==> config.mk <==
export PLATFORM = sky130hd
export DESIGN_NAME = sram_port_arbiter
export DESIGN_NICKNAME = d
export VERILOG_FILES = /design/src/rtl/sram_port_arbiter.sv
export SDC_FILE = /design/constraint.sdc
export NUM_CORES = 1
export LEC_CHECK = 0
export CELL_PAD_IN_SITES_DETAIL_PLACEMENT = 1
export CELL_PAD_IN_SITES_GLOBAL_PLACEMENT = 1
export CORE_ASPECT_RATIO = 0.75
export CORE_UTILIZATION = 10
export CTS_CLUSTER_DIAMETER = 200
export CTS_CLUSTER_SIZE = 8
export DETAILED_ROUTE_END_ITERATION = 12
export MAX_ROUTING_LAYER = met4
export PLACE_DENSITY_LB_ADDON = 0.1
export SLEW_MARGIN = 20
export SYNTH_ARGS = -nofsm -noshare
export SYNTH_HDL_FRONTEND = slang
export SYNTH_SLANG_ARGS = --single-unit
==> constraint.sdc <==
create_clock -name clk -period 1.9 [get_ports clk]
set_clock_uncertainty 0.1 [all_clocks]
set_input_delay 0.57 -clock clk [delete_from_list [all_inputs] [get_ports clk]]
set_output_delay 0.57 -clock clk [all_outputs]
set_load 0.03 [all_outputs]
==> src/rtl/sram_port_arbiter.sv <==
// sram_port_arbiter: shares one single-port SRAM between an instruction
// fetch port and a load/store port. Issue is combinational in the cycle a
// request is eligible, and the matching ack pulses exactly one cycle later.
// Data wins ties. Optional anti-starvation guard, enabled by defining the
// macro ARB_STARVE_GUARD_EN: once the fetch port has lost STARVE_LIMIT
// consecutive arbitrations, it wins the next one it is eligible for.
module sram_port_arbiter #(
  parameter int unsigned STARVE_LIMIT = 4
) (
  input  logic        clk,
  input  logic        resetn,
  input  logic        inst_req,
  input  logic [31:0] inst_addr,
  output logic        inst_ack,
  output logic [31:0] inst_rdata,
  input  logic        data_req,
  input  logic [3:0]  data_wen,
  input  logic [31:0] data_addr,
  input  logic [31:0] data_wdata,
  output logic        data_ack,
  output logic [31:0] data_rdata,
  output logic        sram_en,
  output logic [3:0]  sram_wen,
  output logic [31:0] sram_addr,
  output logic [31:0] sram_wdata,
  input  logic [31:0] sram_rdata
);

  // The state names the owner of the access issued in the previous cycle,
  // so it doubles as the ack decode.
  typedef enum logic [1:0] {
    IDLE   = 2'd0,
    BUSY_I = 2'd1,
    BUSY_D = 2'd2
  } state_t;

  localparam logic [3:0] LIMIT = 4'(STARVE_LIMIT);

  state_t state_reg;
  logic   inst_elig;
  logic   data_elig;
  logic   grant_inst;
  logic   grant_data;

  // A requester whose ack is high this cycle is still presenting the request
  // that just completed, so it must not be issued again. Nothing is issued
  // while reset is held.
  always_comb begin
    inst_elig = resetn & inst_req & (state_reg != BUSY_I);
    data_elig = resetn & data_req & (state_reg != BUSY_D);
  end

`ifdef ARB_STARVE_GUARD_EN
  logic [3:0] starve_cnt_reg;
  logic [3:0] starve_cnt_next;
  logic       starve_hit;

  assign starve_hit = (starve_cnt_reg >= LIMIT);

  // Data normally wins ties; a starved fetch takes one arbitration from it.
  always_comb begin
    grant_inst = inst_elig & (~data_elig | starve_hit);
    grant_data = data_elig & ~grant_inst;
  end

  // Count consecutive losses of an eligible fetch; a grant or an idle fetch
  // port restarts the count. Saturates at the counter's maximum.
  always_comb begin
    starve_cnt_next = starve_cnt_reg;
    if (!inst_req || grant_inst) begin
      starve_cnt_next = 4'd0;
    end else if (inst_elig && grant_data && (starve_cnt_reg != 4'hF)) begin
      starve_cnt_next = starve_cnt_reg + 4'd1;
    end
  end

  // Starvation counter register.
  always_ff @(posedge clk or negedge resetn) begin
    if (!resetn) begin
      starve_cnt_reg <= 4'd0;
    end else begin
      starve_cnt_reg <= starve_cnt_next;
    end
  end
`else
  // Without the guard the limit has no effect; fold it away quietly.
  logic unused_limit;
  assign unused_limit = ^LIMIT;

  // Strict data priority: fetch only gets the SRAM when data is not eligible.
  always_comb begin
    grant_inst = inst_elig & ~data_elig;
    grant_data = data_elig;
  end
`endif

  // Record which port was issued this cycle; that port is acked next cycle.
  always_ff @(posedge clk or negedge resetn) begin
    if (!resetn) begin
      state_reg <= IDLE;
    end else begin
      if (grant_data) begin
        state_reg <= BUSY_D;
      end else if (grant_inst) begin
        state_reg <= BUSY_I;
      end else begin
        state_reg <= IDLE;
      end
    end
  end

  // Drive the shared SRAM from the winner; all fields are zero when idle,
  // and a fetch never writes.
  always_comb begin
    sram_en    = grant_inst | grant_data;
    sram_wen   = 4'd0;
    sram_addr  = 32'd0;
    sram_wdata = 32'd0;
    if (grant_data) begin
      sram_wen   = data_wen;
      sram_addr  = data_addr;
      sram_wdata = data_wdata;
    end else if (grant_inst) begin
      sram_addr  = inst_addr;
    end
  end

  assign inst_ack   = (state_reg == BUSY_I);
  assign data_ack   = (state_reg == BUSY_D);
  assign inst_rdata = sram_rdata;
  assign data_rdata = sram_rdata;

endmodule

[Word level (Yosys, flattened, before mapping)]
Index checks and enable logic that the tools add are counted.
Widths: inputs -> output; s select.
Cells by class
  add/subtract/negate cells: 0
  $mul: 0
  div/mod/pow operators: 0
  order comparisons: 0
  eq/ne operators: 4
  shift-type cells: 0
  mux-type cells: 6
  bitwise logic cells: 7
  reduce and logical (&&, ||, !) cells: 0
Operator list (number)
  $mux 32: 3
  $and 1x1->1: 5
  $mux 4: 1
  $eq 2x1->1 const B: 1
  $eq 2x2->1 const B: 1
  $mux 2: 1
  $ne 2x1->1 const B: 1
  $ne 2x2->1 const B: 1
  $mux 1: 1
  $not 1->1: 1
  $or 1x1->1: 1
Storage, ports and cells
  register bits: 2
  bits in latches: 0
  bits in writable memories: 0
  bits in read-only memories: 0
  input port bits: 136
  output and inout bits: 135
  memories kept: 0

[Depth between registers and ports, before layout]
Gate-level depths: netlist of the first run.
  word-level depth: 6
  gate-level depth with buffers: 5
  gate-level depth less buffers: 3

[Worst setup path after synthesis of the first run]
No wires, ideal clock.
  kind: input -> output
  start point: in data_req
  end point: out sram_addr[10]
  arrival time: 1.466 ns
  data required time: 1.230 ns
  setup slack: -0.236 ns
  cell stages on the path: 4
  path buffers: 1
  cell sequence: or2_4 -> a21oi_4 -> buf_6 -> a22o_1
Between the ends
  longest elaborated chain between the ends: 6
RTL lines
  start, declared: RTL line 16  | input logic data_req,
  $and 1x1->1 (*) (2 in series): RTL line 50  | data_elig = resetn & data_req & (state_reg != BUSY_D);
  $not 1->1: RTL line 92  | grant_inst = inst_elig & ~data_elig;
  $and 1x1->1: RTL line 92
  $mux 32: RTL line 123  | end else if (grant_inst) begin
  $mux 32 (*): RTL line 119  | if (grant_data) begin
  end, declared: RTL line 24  | output logic [31:0] sram_addr,
Every way passes the cells marked *; elsewhere a longest branch is shown, timed or not.

[Worst setup path in the final report of the first run]
  start point: in data_req
  end point: out sram_addr[20]
The elaborated chain is that of the path after synthesis.

==> results of run 1 <==
==> per-stage QoR <==
step / worst slack, ns / instances / instance area [sq um] / total power, mW
floorplan: -0.1198 / 153 / 1528 / 0.6584
global placement: -0.8594 / 427 / 2859 / 0.7950
detailed placement: -0.8894 / 427 / 2859 / 0.7925
CTS: -0.5020 / 453 / 3754 / 1.346
global route: -0.4414 / 448 / 3615 / 1.348
finish: -0.3948 / 448 / 3615 / 1.290
==> what timing repair did <==
item                       in CTS  in global routing
cloned                         10                  1
resized for setup             138                 10
pin swaps                      31                 27
setup endpoints to repair      69                 69
buffers inserted               14                  2
==> critical path, cell delays in order <==
cell	delay, ns
buf_8	0.10
or2_4	0.23
a21oi_4	0.20
buf_6	0.15
buf_8	0.14
a22o_4	0.12
buf_6	0.12
==> path summary, 6_finish.rpt <==
check / slack, ns / cells past startpoint / startpoint / to
worst max-delay path: -0.39 / 7 / data_req / sram_addr[20]
worst min-delay path: 0.23 / 3 / resetn / state_reg[1]
worst max register to register: 0.59 / 4 / state_reg[0] / state_reg[0]
worst min register to register: 0.81 / 4 / state_reg[0] / state_reg[0]
max in group asynchronous: 1.38 / 3 / resetn / state_reg[0]
min in group clk: 0.81 / 5 / data_req / state_reg[0]
==> layer usage <==
metal  vias up  GRT usage [%]  wire [um]
li1        723              -          -
met1       731          11.91       2630
met2       106          17.57       3406
met3        18          2.753        606
met4         0          3.824        113
met5         -              -          0
==> placed cells by master (no fill, tap or decap), types with 2 or more instances in the layout <==
master and n:
clkdlybuf4s50_1 100, buf_16 2, clkbuf_16 4, a22o_4 32, buf_6 81, and2_4 36, buf_8 6, buf_12 8
buf_4 5, dfrtp_1 2
==> power breakdown <==
group	switching, mW	internal (mW)
combinational	0.371	0.554
clock	0.0499	0.268
sequential	0.00243	0.0452
total	0.423	0.867
==> cell usage after synthesis <==
library cell   n  area, sq um
a21oi_4        1        16.27
buf_6          3        33.78
a21bo_2        1        10.01
o22ai_1        1        6.260
clkbuf_2       1        5.000
nor2_4         1        11.26
dfrtp_1        2        50.05
and2_1        36        225.2
or2_4          1        8.760
nor2b_1        1        6.260
clkbuf_1       4        15.01
a22o_1        25        219.0
nor2b_4        1        13.76
buf_2          1        5.000
buf_4         65        488.0
a22o_2         7        70.07
nand2_1        2        7.510
==> area by class of cell <==
class | instances | area share (%)
timing repair buffer | 204 | 63.34
multi-input combinational | 77 | 27.59
tap | 162 | 5.607
clock buffer | 3 | 2.077
sequential | 2 | 1.385
==> kinds of logic (layout without fill, tap and decap cells) <==
group,after synthesis,after routing,share of synthesized area [%]
compound gates,35,35,27.00
buf+inv,74,207,45.90
flops,2,2,4.202
simple gates,42,42,22.90
==> flow_summary.yaml, run 1 <==
finish:
  fin_nets: 424
  final_layout_size_suffix_gt1_share_pct: 63.99
  area_delta_synth_final_pct: 203.5
  antenna_cells: 0
  largest_reg_flops: 2
  final_core_util_pct: 31.12
  seq_area_sq_um: 50.05
  num-fill-cells: 1292
  multi_input_area_sq_um: 997.2
floorplanning:
  coreArea_sq_um: 11610
  rows: 34
  start_util_pct: 10.26
  dieArea_sq_um: 12360
  fp.dieH_um: 96.52
  chipWidth_um: 128.0
  num_io_pins: 271
drt:
  vias: 1578
  firstDrtPassIters: 3
  wl_um: 6757
  drc: 0
  vias_per_cell: 3.522
  avgRoutedWirePerCell_um: 15.08
  drt_iter0_drc: 25
  postRouteAntennaNets: 0
status:
  status: "complete, but fails checks"
  failed_checks: "setup timing"
critical_path:
  worstSetupPathType: "input port to output port"
  worst_setup_path_start_kind: "input port"
  cp-end-kind: "output port"
  critical_path_required_ns: 1.23
  cp_max_fo: 7
  crit_arrival_ns: 1.62
sta:
  hold_violations: 0
  period_needed_ns: 2.295
  slew_violations: 0
  setup_viol: 70
  setup_tns_ns: -22.54
  setup_ws_ns: -0.3948
  rsz0062_at_grt: "true"
  slew-limit-headroom_pct: 85.10
  tightest_slew_ns: 0.2235
  period_share_pct: 120.8
  whs_ns: 0.2280
  max_freq_ghz: 0.4358
flow_run:
  max_cap_viol_count: 0
logic_synthesis:
  ys_types: 17
  syn-num-nets: 289
  synth.avg_cell_area_sq_um: 7.785
  yosys_warnings: 0
  yosysSeqAreaShare_pct: 4.202
  synth_cells: 153
  ys_seq_elements: 2
  netlist_area_sq_um: 1191
clock_tree:
  numClockSinks: 2
  clock_latency_ns: 0.22
  root_buffer: "clkbuf_16"
  cts_buffer_depth: 2
  cts-buffers-inserted: 3
  cts_htree_levels: 1
  clk_pin_slew_worst_paths_ns: 0.03
  hold_buffers: 0
  cts_tree: "built"
global_route:
  grt_max_degree: 11
  grt-ovfl-total: 0
  grt_pass1_wl_um: 9425
  antenna_found_initial: 0
  grt_use_total_pct: 10.38
  grt_pass1_vias: 1635
power_and_ir_drop:
  irDropWorstVdd_v: 0.0001600
  p_leak_nw: 1.609
  power.density_nw_per_um2: 357.0
placed_design:
  routabilityCongestion: 0.6500
  io_buffer_count: 174
  hpwl_um: 4875
min_path:
  hp-class: "input port to asynchronous set/reset pin"
No activity file was read; power rests on OpenSTA's default activity.
==> inputs of run 2 (changes only) <==
- CELL_PAD_IN_SITES_DETAIL_PLACEMENT: 1 -> 0
==> run 2 against run 1 <==
  * Largest power group unchanged
  * The flow still finishes with violations (setup timing)
  * Clock power about the same
  * Highest routed layer unchanged
  * Die area unchanged
  * Non-clock buffer count unchanged
  * Largest cell class unchanged
  * Routed wire length down 3.5%
  * Critical path type unchanged
  * Final cell count unchanged
  * Critical endpoint is now sram_addr[4]
==> flow_summary.yaml, run 2 (synthesis results as in run 1) <==
placed_design:
  hpwl_um: 4540
  dp_cells: 427
  routabilityCongestion: 0.6500
  io_buffer_count: 174
clock_tree:
  numClockSinks: 2
  cts_htree_levels: 1
  root_buffer: "clkbuf_16"
  cts_buffer_depth: 2
  cts_tree: "built"
  cts-buffers-inserted: 3
  clock_latency_ns: 0.22
  clk_pin_slew_worst_paths_ns: 0.03
  hold_buffers: 0
power_and_ir_drop:
  p_int_uw: 877.8
  pwr-share-comb_pct: 71.9
  switching_share_pct: 32.47
  pwr-share-seq_pct: 3.7
  power.density_nw_per_um2: 354.8
  power.switching_uw: 422.1
  pwr-share-clk_pct: 24.5
  power.total_mw: 1.300
  p_leak_nw: 1.628
  irDropWorstVdd_v: 0.0001649
sta:
  setup_viol: 69
  hold_violations: 0
  max_freq_ghz: 0.4334
  tightest_slew_ns: 0.1682
  period_share_pct: 121.4
  whs_ns: 0.3090
  slew_violations: 0
  period_needed_ns: 2.307
  setup_ws_ns: -0.4074
  rsz0062_at_grt: "true"
  slew-limit-headroom_pct: 88.76
finish:
  final_core_util_pct: 31.54
  seq_area_sq_um: 50.05
  multi_input_area_sq_um: 989.7
  final_layout_size_suffix_gt1_share_pct: 63.99
  largest_reg_flops: 2
  antenna_cells: 0
  fin_nets: 424
  layout_common_cells: "100 x clkdlybuf4s50_1, 79 x buf_6, 36 x and2_4, 32 x a22o_4, 8 x buf_12"
  final_common_cell: "clkdlybuf4s50_1"
  final_cell_count_no_fill: 448
  num-fill-cells: 1194
  area_delta_synth_final_pct: 207.6
drt:
  firstDrtPassIters: 3
  vias: 1571
  drc: 0
  postRouteAntennaNets: 0
  avgRoutedWirePerCell_um: 14.55
  wl_um: 6520
  drt_iter0_drc: 20
  vias_per_cell: 3.507
global_route:
  grt_max_degree: 14
  grt_pass1_wl_um: 9190
  grt-ovfl-total: 0
  antenna_found_initial: 0
  grt_pass1_vias: 1678
  grt_use_total_pct: 10.08
critical_path:
  crit_start: "data_req"
  critical_path_required_ns: 1.23
  worstSetupPathType: "input port to output port"
  cp_common_cell: "buf_6"
  crit_arrival_ns: 1.64
  r2r_start: "state_reg[0]"
  worst_setup_path_start_kind: "input port"
  path_delay_family: "buffers and inverters"
  crit_buf_inv: 4
  slowest_delay_ns: 0.25
  cp_cell_sequence: "buf_8, or2_4, a21oi_4, buf_6, buf_12, a22o_4, buf_6"
  cp_max_fo: 7
  cp_slowest_cell: "or2_4"
  cp-end-kind: "output port"
floorplanning:
  dieArea_sq_um: 12360
  rows: 34
  coreArea_sq_um: 11610
  num_io_pins: 271
  start_util_pct: 10.26
  fp.dieH_um: 96.52
  chipWidth_um: 128.0
flow_run:
  max_cap_viol_count: 0
status:
  status: "complete, but fails checks"
  failed_checks: "setup timing"
min_path:
  hp-class: "input port to asynchronous set/reset pin"
[run 2: worst paths after layout]
check / to / slack, ns / cells past startpoint
max: sram_addr[4] / -0.41 / 7
min: state_reg[1] / 0.31 / 4
max reg2reg: state_reg[0] / 0.61 / 4
min reg2reg: state_reg[0] / 0.81 / 4
max in group asynchronous: state_reg[0] / 1.30 / 4
min in group clk: state_reg[0] / 0.81 / 4
[run 2: routing by layer]
layer | track usage [%] | part of all wire [%]
met5 | - | 0
met1 | 11.42 | 38
met4 | 3.529 | 1.7
met2 | 17.57 | 53
met3 | 2.423 | 8.2
[run 2: metrics by stage]
stage	setup slack, ns	area [sq um]	TNS, ns
2_1_floorplan	-0.1198	1528	-3.586
3_3_place_gp	-0.8594	2859	-55.32
3_5_place_dp	-0.8807	2859	-56.41
4_1_cts	-0.4317	3697	-24.94
5_1_grt	-0.4469	3664	-27.16
6_report	-0.4074	3664	-23.39
[run 2: timing repair]
action / CTS / global route
pin swaps: 29 / 26
endpoints found under the setup margin: 69 / 69
endpoints found under the hold margin: 0 / 0
cloned: 9 / 2
setup buffers: 10 / 2
gates resized for setup: 138 / 3
[run 2: layout make-up]
class                           count  area share [%]
Timing Repair Buffer              204           64.04
Multi-Input combinational cell     77           27.02
Tap cell                          162           5.533
Clock buffer                        3           2.049
Sequential cell                     2           1.366
[run 2: power groups by stage]
stage,registers [mW],clock network (mW),logic [mW]
2_1_floorplan,0.0480,0,0.610
3_3_place_gp,0.0481,0,0.747
3_5_place_dp,0.0479,0,0.742
4_1_cts,0.0476,0.322,0.956
5_1_grt,0.0481,0.326,0.984
6_report,0.0476,0.318,0.934
[run 2: worst min-delay path, stage by stage]
cell   delay (ns)
buf_8        0.07
buf_6        0.10
buf_4        0.10
buf_4        0.10
==> inputs of run 3 (changes only) <==
- CORE_AREA: default -> 2 2 105 107
- CORE_ASPECT_RATIO: 0.75 -> default
- CORE_UTILIZATION: 10 -> default
- DIE_AREA: default -> 0 0 107 109
- DONT_BUFFER_PORTS: default -> 1
==> run 3 against run 2 <==
  * Die area decreased by 5.6%
  * Critical endpoint unchanged
  * The run still ends with setup timing left
  * Critical path depth fell by 3
  * Core utilization is 18 points lower
  * Largest power group unchanged
  * Sequential power about the same
  * Sequential cell count unchanged
==> flow_summary.yaml, run 3 (synthesis results as in run 1) <==
power_and_ir_drop:
  pwr-share-seq_pct: 7.3
  p_int_uw: 354.4
  switching_share_pct: 45.62
  pwr-share-clk_pct: 26.2
  p_leak_nw: 0.6449
  power.total_uw: 651.7
  irDropWorstVdd_v: 0.0001839
  power.density_nw_per_um2: 439.1
  power.switching_uw: 297.3
  pwr-share-comb_pct: 66.5
sta:
  period_needed_ns: 2.167
  slew_violations: 0
  tightest_slew_ns: 0.2281
  max_freq_ghz: 0.4615
  setup_viol: 69
  slew-limit-headroom_pct: 84.80
  rsz0062_at_grt: "true"
  period_share_pct: 114.0
  hold_violations: 0
  setup_ws_ns: -0.2669
  whs_ns: 0.4927
drt:
  wl_um: 4177
  vias_per_cell: 3.521
  firstDrtPassIters: 4
  drc: 0
  drt_iter0_drc: 28
  postRouteAntennaNets: 0
  avgRoutedWirePerCell_um: 17.26
  vias: 852
critical_path:
  cp_max_fo: 33
  crit_start: "state_reg[0]"
  critical_path_required_ns: 1.23
  worst_setup_path_start_kind: "flip-flop"
  crit_arrival_ns: 1.50
  r2r_start: "state_reg[0]"
  cp_slowest_cell: "dfrtp_1"
  worstSetupPathType: "flip-flop to output port"
  cp-end-kind: "output port"
  crit_buf_inv: 1
  slowest_delay_ns: 0.39
  path_delay_family: "flip-flops"
  cp_cell_sequence: "or2_4, a21oi_4, buf_12, a22o_4"
floorplanning:
  chipWidth_um: 107
  fp.dieH_um: 109
  start_util_pct: 11.23
  coreArea_sq_um: 10600
  dieArea_sq_um: 11660
  num_io_pins: 271
  rows: 38
global_route:
  grt_max_degree: 51
  grt-ovfl-total: 0
  grt_pass1_vias: 874
  antenna_found_initial: 0
  grt_use_total_pct: 5.566
  grt_pass1_wl_um: 4995
status:
  status: "complete, but fails checks"
  failed_checks: "setup timing"
finish:
  largest_reg_flops: 2
  antenna_cells: 0
  area_delta_synth_final_pct: 24.58
  fin_nets: 240
  final_cell_count_no_fill: 242
  num-fill-cells: 1188
  final_common_cell: "a22o_4"
  final_layout_size_suffix_gt1_share_pct: 87.25
  layout_common_cells: "32 x a22o_4, 28 x and2_4, 9 x buf_6, 8 x and2_1, 4 x buf_4"
placed_design:
  routabilityCongestion: 0.6280
  io_buffer_count: 0
  dp_cells: 236
  hpwl_um: 3484
clock_tree:
  cts_htree_levels: 1
  numClockSinks: 2
  clk_pin_slew_worst_paths_ns: 0.03
  root_buffer: "clkbuf_8"
  cts_tree: "built"
  clock_latency_ns: 0.21
  cts_buffer_depth: 2
  cts-buffers-inserted: 3
flow_run:
  max_cap_viol_count: 0
min_path:
  hp-class: "input port to asynchronous set/reset pin"
run 3: timing repair:
action	CTS	global route
cloned	0	1
endpoints found under the hold margin	2	0
hold buffers	1	0
setup buffers	1	0
pin swaps	39	3
setup endpoints to repair	69	69
resized for setup	25	9
run 3: layout make-up:
class / count / area, sq um / area share (%)
clock buffer: 3 / 41.29 / 2.782
multi-input combinational: 77 / 960.9 / 64.76
sequential: 2 / 50.05 / 3.373
tap: 140 / 175.2 / 11.80
timing repair buffer: 20 / 256.5 / 17.29
run 3: routing by layer:
metal	wire, um	share of wire (%)	vias up	GRT usage, %
li1	-	-	354	-
met1	1209	29	379	4.866
met2	2362	57	99	10.24
met3	501	12	20	2.451
met4	104	2.5	0	2.690
met5	0	0	-	-
run 3: path summary, 6_finish.rpt:
path                           endpoint  slack (ns)  depth (start not counted)
max                        sram_addr[4]       -0.27                          4
max reg2reg                state_reg[0]        0.65                          3
min reg2reg                state_reg[0]        0.71                          3
min                        state_reg[0]        0.49                          1
max in group asynchronous  state_reg[1]        1.08                          1
min in group clk           state_reg[1]        0.63                          3
run 3: power groups by stage:
stage | clock, mW | sequential, mW | combinational (mW)
after global routing | 0.182 | 0.0479 | 0.452
after global placement | 0 | 0.0483 | 0.405
final | 0.171 | 0.0475 | 0.433
after CTS | 0.175 | 0.0476 | 0.423
after detailed placement | 0 | 0.0480 | 0.403
after floorplan | 0 | 0.0480 | 0.610
run 3: worst reg2reg max path, delay by kind of cell, from the launching register on:
family	cells	cell delay [ns]
and+or+nand+nor	1	0.27
DFF	1	0.39
AOI/OAI and AO/OA	1	0.14
buffers and inverters	1	0.24
run 3: per-stage QoR:
step / utilization, % / TNS [ns] / setup slack (ns) / instance area, sq um
after floorplan: - / -3.586 / -0.1198 / 1528
after global placement: 12.31 / -6.518 / -0.2270 / 1305
after detailed placement: 12.31 / -7.549 / -0.2464 / 1305
after CTS: 13.44 / -14.73 / -0.2684 / 1425
after global routing: 14.00 / -19.45 / -0.3168 / 1484
final: 14.00 / -14.48 / -0.2669 / 1484
